`src/rtl/muldiv_pkg.sv`:
```
// Shared encodings and state type for the iterative multiply/divide unit.
// The unsigned-mode macro MULDIV_UNSIGNED_EN is consumed in muldiv_unit.
package muldiv_pkg;

  localparam logic OP_MULT         = 1'b0;
  localparam logic OP_DIV          = 1'b1;
  localparam int   OP_KIND_BIT     = 0;
  localparam int   OP_UNSIGNED_BIT = 1;

  typedef enum logic [2:0] {
    ST_IDLE,
    ST_MUL,
    ST_DIV,
    ST_FIX,
    ST_DONE
  } state_e;

  // Counter must hold the value WIDTH itself.
  function automatic int cnt_width(input int width);
    return $clog2(width + 1);
  endfunction

endpackage

```
`src/rtl/muldiv_sign_fix.sv`:
```
// Conditional two's-complement negate; used for operand magnitudes and result correction.
module muldiv_sign_fix #(
  parameter int W = 32
) (
  input  logic [W-1:0] val_in,
  input  logic         neg,
  output logic [W-1:0] val_out
);

  assign val_out = neg ? (W'(0) - val_in) : val_in;

endmodule

```
`src/rtl/muldiv_unit.sv`:
```
// Iterative shift-add multiplier / restoring divider with HI/LO results.
// Define MULDIV_UNSIGNED_EN to let op[1] select multu/divu.
//
// state   | meaning
// --------+-----------------------------------------------------
// IDLE    | waiting for start; outputs hold last result
// MUL     | one shift-add step per cycle, WIDTH steps
// DIV     | one restoring quotient bit per cycle, WIDTH steps
// FIX     | apply result signs, load hi/lo
// DONE    | done pulse (with div0_excp on divide by zero)
module muldiv_unit
  import muldiv_pkg::*;
#(
  parameter int WIDTH = 32
) (
  input  logic             clock,
  input  logic             reset,
  input  logic             start,
  input  logic [1:0]       op,
  input  logic [WIDTH-1:0] a_in,
  input  logic [WIDTH-1:0] b_in,
  output logic             busy,
  output logic             done,
  output logic [WIDTH-1:0] hi_out,
  output logic [WIDTH-1:0] lo_out,
  output logic             div0_excp
);

  localparam int CNT_W = cnt_width(WIDTH);

  state_e               state_q, state_d;
  logic [CNT_W-1:0]     cnt_q, cnt_d;
  logic [2*WIDTH-1:0]   acc_q, acc_d;
  logic [WIDTH-1:0]     opb_q, opb_d;
  logic                 is_div_q, is_div_d;
  logic                 neg_lo_q, neg_lo_d;
  logic                 neg_hi_q, neg_hi_d;
  logic                 busy_q, busy_d;
  logic                 done_q, done_d;
  logic                 div0_q, div0_d;
  logic [WIDTH-1:0]     hi_q, hi_d;
  logic [WIDTH-1:0]     lo_q, lo_d;

  logic                 is_unsigned;
  logic                 sign_a, sign_b;
  logic [WIDTH-1:0]     a_abs, b_abs;
  logic [WIDTH:0]       mul_sum;
  logic [2*WIDTH-1:0]   mul_next;
  logic [WIDTH:0]       div_part, div_diff;
  logic [2*WIDTH-1:0]   div_next;
  logic [2*WIDTH-1:0]   prod_fixed;
  logic [WIDTH-1:0]     quot_fixed, rem_fixed;

`ifdef MULDIV_UNSIGNED_EN
  assign is_unsigned = op[OP_UNSIGNED_BIT];
`else
  logic unused_op_unsigned;
  assign unused_op_unsigned = op[OP_UNSIGNED_BIT];
  assign is_unsigned        = 1'b0;
`endif

  assign sign_a = a_in[WIDTH-1] & ~is_unsigned;
  assign sign_b = b_in[WIDTH-1] & ~is_unsigned;

  muldiv_sign_fix #(.W(WIDTH)) u_abs_a (.val_in(a_in), .neg(sign_a), .val_out(a_abs));
  muldiv_sign_fix #(.W(WIDTH)) u_abs_b (.val_in(b_in), .neg(sign_b), .val_out(b_abs));

  // Multiply: low half shifts out multiplier bits while the product grows in from the top.
  assign mul_sum  = {1'b0, acc_q[2*WIDTH-1:WIDTH]} + (acc_q[0] ? {1'b0, opb_q} : '0);
  assign mul_next = {mul_sum, acc_q[WIDTH-1:1]};

  // Divide: high half is the partial remainder, low half turns dividend bits into quotient bits.
  assign div_part = {acc_q[2*WIDTH-1:WIDTH], acc_q[WIDTH-1]};
  assign div_diff = div_part - {1'b0, opb_q};
  assign div_next = div_diff[WIDTH]
                  ? {div_part[WIDTH-1:0], acc_q[WIDTH-2:0], 1'b0}
                  : {div_diff[WIDTH-1:0], acc_q[WIDTH-2:0], 1'b1};

  muldiv_sign_fix #(.W(2*WIDTH)) u_fix_prod (
    .val_in(acc_q), .neg(neg_lo_q), .val_out(prod_fixed)
  );
  muldiv_sign_fix #(.W(WIDTH)) u_fix_quot (
    .val_in(acc_q[WIDTH-1:0]), .neg(neg_lo_q), .val_out(quot_fixed)
  );
  muldiv_sign_fix #(.W(WIDTH)) u_fix_rem (
    .val_in(acc_q[2*WIDTH-1:WIDTH]), .neg(neg_hi_q), .val_out(rem_fixed)
  );

  always_comb begin
    state_d  = state_q;
    cnt_d    = cnt_q;
    acc_d    = acc_q;
    opb_d    = opb_q;
    is_div_d = is_div_q;
    neg_lo_d = neg_lo_q;
    neg_hi_d = neg_hi_q;
    busy_d   = busy_q;
    done_d   = 1'b0;
    div0_d   = 1'b0;
    hi_d     = hi_q;
    lo_d     = lo_q;

    case (state_q)
      ST_IDLE: begin
        if (start) begin
          if (op[OP_KIND_BIT] == OP_DIV && b_in == '0) begin
            state_d = ST_DONE;
            done_d  = 1'b1;
            div0_d  = 1'b1;
          end else begin
            state_d  = (op[OP_KIND_BIT] == OP_DIV) ? ST_DIV : ST_MUL;
            busy_d   = 1'b1;
            cnt_d    = CNT_W'(WIDTH);
            acc_d    = {{WIDTH{1'b0}}, a_abs};
            opb_d    = b_abs;
            is_div_d = (op[OP_KIND_BIT] == OP_DIV);
            neg_lo_d = sign_a ^ sign_b;
            neg_hi_d = sign_a;
          end
        end
      end
      ST_MUL, ST_DIV: begin
        acc_d = (state_q == ST_DIV) ? div_next : mul_next;
        cnt_d = cnt_q - CNT_W'(1);
        if (cnt_q == CNT_W'(1)) state_d = ST_FIX;
      end
      ST_FIX: begin
        state_d = ST_DONE;
        busy_d  = 1'b0;
        done_d  = 1'b1;
        hi_d    = is_div_q ? rem_fixed  : prod_fixed[2*WIDTH-1:WIDTH];
        lo_d    = is_div_q ? quot_fixed : prod_fixed[WIDTH-1:0];
      end
      ST_DONE: state_d = ST_IDLE;
      default: begin
        state_d = ST_IDLE;
        busy_d  = 1'b0;
      end
    endcase
  end

  always_ff @(posedge clock) begin
    if (reset) begin
      state_q  <= ST_IDLE;
      cnt_q    <= '0;
      acc_q    <= '0;
      opb_q    <= '0;
      is_div_q <= 1'b0;
      neg_lo_q <= 1'b0;
      neg_hi_q <= 1'b0;
      busy_q   <= 1'b0;
      done_q   <= 1'b0;
      div0_q   <= 1'b0;
      hi_q     <= '0;
      lo_q     <= '0;
    end else begin
      state_q  <= state_d;
      cnt_q    <= cnt_d;
      acc_q    <= acc_d;
      opb_q    <= opb_d;
      is_div_q <= is_div_d;
      neg_lo_q <= neg_lo_d;
      neg_hi_q <= neg_hi_d;
      busy_q   <= busy_d;
      done_q   <= done_d;
      div0_q   <= div0_d;
      hi_q     <= hi_d;
      lo_q     <= lo_d;
    end
  end

  assign busy      = busy_q;
  assign done      = done_q;
  assign div0_excp = div0_q;
  assign hi_out    = hi_q;
  assign lo_out    = lo_q;

endmodule

```
`config.mk`:
```
export PLATFORM = sky130hd
export DESIGN_NAME = muldiv_unit
export DESIGN_NICKNAME = d
export VERILOG_FILES = /design/src/rtl/muldiv_pkg.sv /design/src/rtl/muldiv_sign_fix.sv /design/src/rtl/muldiv_unit.sv
export SDC_FILE = /design/constraint.sdc
export NUM_CORES = 1
export LEC_CHECK = 0
export CAP_MARGIN = 20
export CORE_UTILIZATION = 40
export CTS_BUF_LIST = sky130_fd_sc_hd__clkbuf_4
export DETAILED_ROUTE_END_ITERATION = 8
export HOLD_SLACK_MARGIN = 0.15
export SETUP_SLACK_MARGIN = 0.4
export SYNTH_ARGS = -nofsm -noshare
export SYNTH_HDL_FRONTEND = slang
export SYNTH_HIERARCHICAL = 1
export SYNTH_SLANG_ARGS = --single-unit
```
`constraint.sdc`:
```
create_clock -name clock -period 4.27 [get_ports clock]
set_clock_uncertainty 0.2 [all_clocks]
set_input_delay 0.854 -clock clock [delete_from_list [all_inputs] [get_ports clock]]
set_output_delay 0.854 -clock clock [all_outputs]
set_load 0.01 [all_outputs]
```
# Word level (Yosys, flattened, before mapping)
# Index checks and enable logic that the tools add are counted.
# word_totals
input_bits	69
elab_cells	70
output_inout_bits	67
ff_bits	175
# op_classes
reduce_logical	11
eq_ne	8
add_sub_neg	8
n_bitwise	4
muxes	27
# op_table
op	n
64-bit 2-to-1 mux	5
32-bit 2-to-1 mux	7
64-bit case mux with 2 select lines	1
1-bit by 32-bit subtractor with 32-bit output (first input constant)	4
1-bit by 64-bit subtractor with 64-bit output (first input constant)	1
32-bit by 32-bit adder with 33-bit output	1
33-bit by 32-bit subtractor with 33-bit output	1
32-bit logical NOT	1
6-bit 2-to-1 mux	2
6-bit case mux with 2 select lines	1
3-bit 2-to-1 mux	3
3-bit case mux with 3 select lines	1
3-bit AND reduction	3
3-bit by 2-bit == test with 1-bit output (second input constant)	2
6-bit by 1-bit == test with 1-bit output (second input constant)	1
2-bit != test (second input constant)	3
6-bit by 1-bit subtractor with 6-bit output (second input constant)	1
1-bit 2-to-1 mux	4
1-bit case mux with 2 select lines	2
2-bit OR reduction	2
3-bit by 1-bit == test with 1-bit output (second input constant)	1
3-bit == test (second input constant)	1
3-bit logical NOT	1
1-bit NOT	3
other kinds (6)	6

# Longest topological paths before layout
# depth
ltp_word	5
depth_mapped	14

# By module
# Netlist, hierarchy kept.
# by_module_without_submodules
mod	area_each_um2	cells_each	n_inst	seq_area_each_um2
muldiv_unit	11439.7	1446	1	3503.4
muldiv_sign_fix at u_abs_a ...	767.0	108	4	0.0
muldiv_sign_fix at u_fix_prod	1453.9	198	1	0.0

# Least setup slack after synthesis
# No wires, ideal clock.
# synth_path
kind	flip-flop to flip-flop
from	register acc_q[0]
to	register acc_q[63]
setup_slack_ps	606
arrival_time_ps	3373
stages_incl_launch_ff	15
path_buffers	1
setup_time_ps	91
period_less_slack_ps	3664
cell_sequence	dfxtp_1 > clkbuf_1 > and2_1 > ha_1 > inv_1 > fa_1 > nand2b_1 > a21oi_2 > o2111ai_2 > a31oi_2 > a31oi_1 > o32ai_1 > a21oi_1 > a2111o_1 > a311oi_1
# synth_via
elab_chain_cells	4
# synth_rtl
element	line_no	source
start: declaration	muldiv_unit.sv:33	logic [2*WIDTH-1:0] acc_q, acc_d;
start signal: assignment	muldiv_unit.sv:146	acc_q <= '0;
start signal: assignment	muldiv_unit.sv:159	acc_q <= acc_d;
32-bit 2-to-1 mux	muldiv_unit.sv:69	assign mul_sum = {1'b0, acc_q[2*WIDTH-1:WIDTH]} + (acc_q[0] ? {1'b0, opb_q} : '0);
32-bit by 32-bit adder with 33-bit output	muldiv_unit.sv:69	
64-bit 2-to-1 mux	muldiv_unit.sv:123	acc_d = (state_q == ST_DIV) ? div_next : mul_next;
64-bit case mux with 2 select lines	muldiv_unit.sv:103	case (state_q)
# Every way passes these cells.
# A chain may end at the register's enable or synchronous reset.

# Worst setup path in the final report
# layout_path
from	register acc_q[33]
to	register acc_q[49]
# layout_via
elab_chain_cells	4
word_cells_on_any_way	5
cone_classes	2 x add/sub; 3 x mux
# layout_rtl
element	line_no	source
33-bit by 32-bit subtractor with 33-bit output	muldiv_unit.sv:74	assign div_diff = div_part - {1'b0, opb_q};
64-bit 2-to-1 mux	muldiv_unit.sv:76	? {div_part[WIDTH-1:0], acc_q[WIDTH-2:0], 1'b0}
64-bit 2-to-1 mux (*)	muldiv_unit.sv:123	
64-bit case mux with 2 select lines (*)	muldiv_unit.sv:103	
# Every way passes the cells marked *; elsewhere a longest branch is shown, timed or not.

==> metrics.cfg <==
[outcome]
status = complete, no violations

[critical_path]
cp_slowest_cell = dfxtp_1
end_kind = flop
critPathArrivalTime_ns = 4.04
crit_required_ns = 4.58
critPathLaunchType = flop
path_depth = 11
critPathMaxStageDelay_ns = 0.59
path_max_fanout = 18
critPathBufInv = 1
cp_cell_sequence = ha_1, nor2b_1, o31a_1, o21ai_4, nand2_2, a2111oi_4, o21ai_1, a21boi_4, buf_12, mux2i_1, o22ai_1
critPathTopFamily = compound AO/OA/AOI/OAI gates
reg2reg_depth = 11
criticalPathCategory = reg2reg

[die]
coreArea_um2 = 39000
die_area_um2 = 40700
start_util_pct = 40.9
chipHeight_um = 202
rows = 72
pin_count = 136
die_w_um = 202

[sta]
fmax_ghz = 0.268
maxSlewHeadroom_pct = 26.9
tightestPinTransition_ns = 1.08
fin_crit_ns = 3.73
fin_setup_tns_ns = 0
rsz0062_at_grt = false
final-hold-violation-count = 0
fin_ws_ns = 0.545
maxSlewViolCount = 0
finalSetupViolations = 0
post-route-period-util_pct = 87.2

[placement]
place_ws_ns = 0.283
place_area_um2 = 17900
place_congestion = 0.949
portBuffers = 134
hpwl_um = 37600

[finish]
design_area_um2 = 18400
fillers = 3967
nets = 2304
drive_above_1_share_pct = 7.72
finish.utilization_pct = 47.2
synthToLayoutAreaGrowth_pct = 15.2

[routing]
firstDrtPassIters = 6
ant_nets = 0
vias_per_cell = 5.87
wl_per_cell_um = 18.5
drc_errors = 0
via_count = 15800
wl_um = 49700
drtIter0Drc = 1088

[clock_network]
numClockSinks = 175
cts_buffers = 17
clkTransAtPathRegs_ns = 0.17
htreeDepth = 4
cts_tree = done
holdBufCountCts = 0
root_buffer = clkbuf_4
clk_path_buf_depth = 2
insertion_delay_ns = 0.68

[global_route]
grt_overflow = 0
grt_usage_pct = 23.7
grt_pass1_wl_um = 78300
antenna_found_initial = 2
grt_max_degree = 132
grt_pass1_vias = 14400

[yosys]
syn_inst = 2076
synthDistinctLibCells = 83
synth-main-ff-cell = dfxtp_1
ys_warn_count = 6
synth_edf_count = 0
synth_fp_nets = 2218
syn_area_um2 = 16000
synthArstFlopShare_pct = 0
ys_ff_latch = 175
syn_area_per_cell_um2 = 7.69
ys_seq_area_share_pct = 21.9

[min_path]
min_path_type = reg2reg
hold_depth = 2

[pwr]
power.density_nw_per_um2 = 626
ir_drop_mv = 0.341
cellLeakagePower_nw = 6.50
p_total_w = 0.0115

[run]
maxCapViolCount = 0

placed cells by master (no fill, tap or decap), types with 56 or more instances in the layout:
cell type	synthesis	final
nor2_1	141	141
a21oi_1	123	122
mux2i_1	92	92
o31ai_1	56	56
a211oi_1	76	76
nand2_1	209	209
clkdlybuf4s50_1	0	133
dfxtp_1	175	171
o21ai_0	93	93
xnor2_1	211	211
buf_4	5	66
ha_1	71	71
inv_1	76	76
timing repair:
action	in CTS	in global routing
pin swaps	0	3
resized for setup	2	10
setup endpoints to repair	2	26
buffers inserted	0	4
flip-flops by register name, summed over array words and instances (netlist names):
signal / flops
busy: 1
acc_q: 64
neg_lo_q: 1
neg_hi_q: 1
div0_excp: 1
opb_q: 32
state_q: 3
cnt_q: 6
is_div_q: 1
hi_out: 32
done: 1
lo_out: 32
tightest hold or removal path: cells and delay by family, from the launching register on:
kind / cells / cell delay [ns]
simple gates: 1 / 0.06
flops: 1 / 0.35
compound gates: 1 / 0.05
cell families after synthesis:
group                      count (synthesis)  synth area share, %
xor gates and xnor gates                 232                 12.7
DFF                                      175                 21.9
buffers and inverters                    216                 5.65
and+or+nand+nor                          676                 21.4
muxes                                     93                 5.84
AOI/OAI and AO/OA                        611                 26.6
adders and majority gates                 73                 5.82
path summary, 6_finish.rpt:
kind,startpoint,to,slack (ns)
setup / recovery,acc_q[33],acc_q[49],0.54
hold / removal,opb_q[22],opb_q[22],0.28
setup reg to reg,acc_q[33],acc_q[49],0.54
hold reg to reg,opb_q[22],opb_q[22],0.28
final cells by class:
class / count / area, um^2 / area share [%]
clock buffers: 17 / 128 / 0.694
multi-input cells: 1685 / 11700 / 63.4
flip-flops and latches: 175 / 3510 / 19.1
diodes: 2 / 5.00 / 0.0272
repair buffers: 207 / 1990 / 10.8
inverters: 76 / 285 / 1.55
clock inverters: 15 / 171 / 0.932
well taps: 518 / 648 / 3.52
power by group:
| group | total, W | switching (W) | internal, W | leakage [nW] |
|---|---|---|---|---|
| combinational | 0.00796 | 0.00457 | 0.00338 | 4.93 |
| sequential | 0.00253 | 0.000592 | 0.00194 | 1.43 |
| clock | 0.00103 | 0.000709 | 0.000318 | 0.151 |
| total | 0.0115 | 0.00587 | 0.00564 | 6.50 |
through the flow:
| stage | cells | hold WS, ns |
|---|---|---|
| after detailed placement | 2655 | 0.265 |
| after CTS | 2687 | 0.284 |
| after floorplan | 2076 | 0.238 |
| after global placement | 2655 | 0.259 |
| final | 2695 | 0.281 |
| after global routing | 2695 | 0.313 |
routing by layer:
layer,track usage (%),vias up,share of wire (%)
met2,36.7,501,43
li1,-,7847,-
met5,0,-,0
met4,4.95,0,1.3
met3,2.95,44,6.1
met1,35.0,7433,49
synth_stat cells (5+ instances only):
library cell	number	area, um^2
nand2b_1	24	150
o31ai_1	56	420
o21a_1	8	60.1
or2_2	9	56.3
mux2i_1	92	921
or4_1	23	173
o21ai_1	8	40.0
nor2_1	141	529
or4_4	11	124
clkbuf_1	111	417
buf_4	5	37.5
dfxtp_1	175	3500
nor3_1	33	165
a22oi_1	45	338
buf_1	13	48.8
and3_1	7	43.8
nand3_1	51	255
nor2b_1	16	100
o41ai_1	52	455
nand3b_1	10	75.1
o21ai_0	93	465
or3_1	26	163
xnor2_1	211	1850
nand4_1	20	125
xor2_1	21	184
o221ai_1	7	61.3
ha_1	71	888
inv_1	76	285
o41ai_2	11	179
nand2_1	209	785
nor4_1	35	219
o21bai_1	9	67.6
a31oi_1	35	219
a221oi_1	6	52.6
and2_1	38	238
a21o_1	26	195
a211oi_1	76	571
o22ai_1	9	56.3
buf_6	7	78.8
a21oi_1	123	616
o211ai_1	5	37.5
Note: power is estimated with default switching activity, not from simulation.
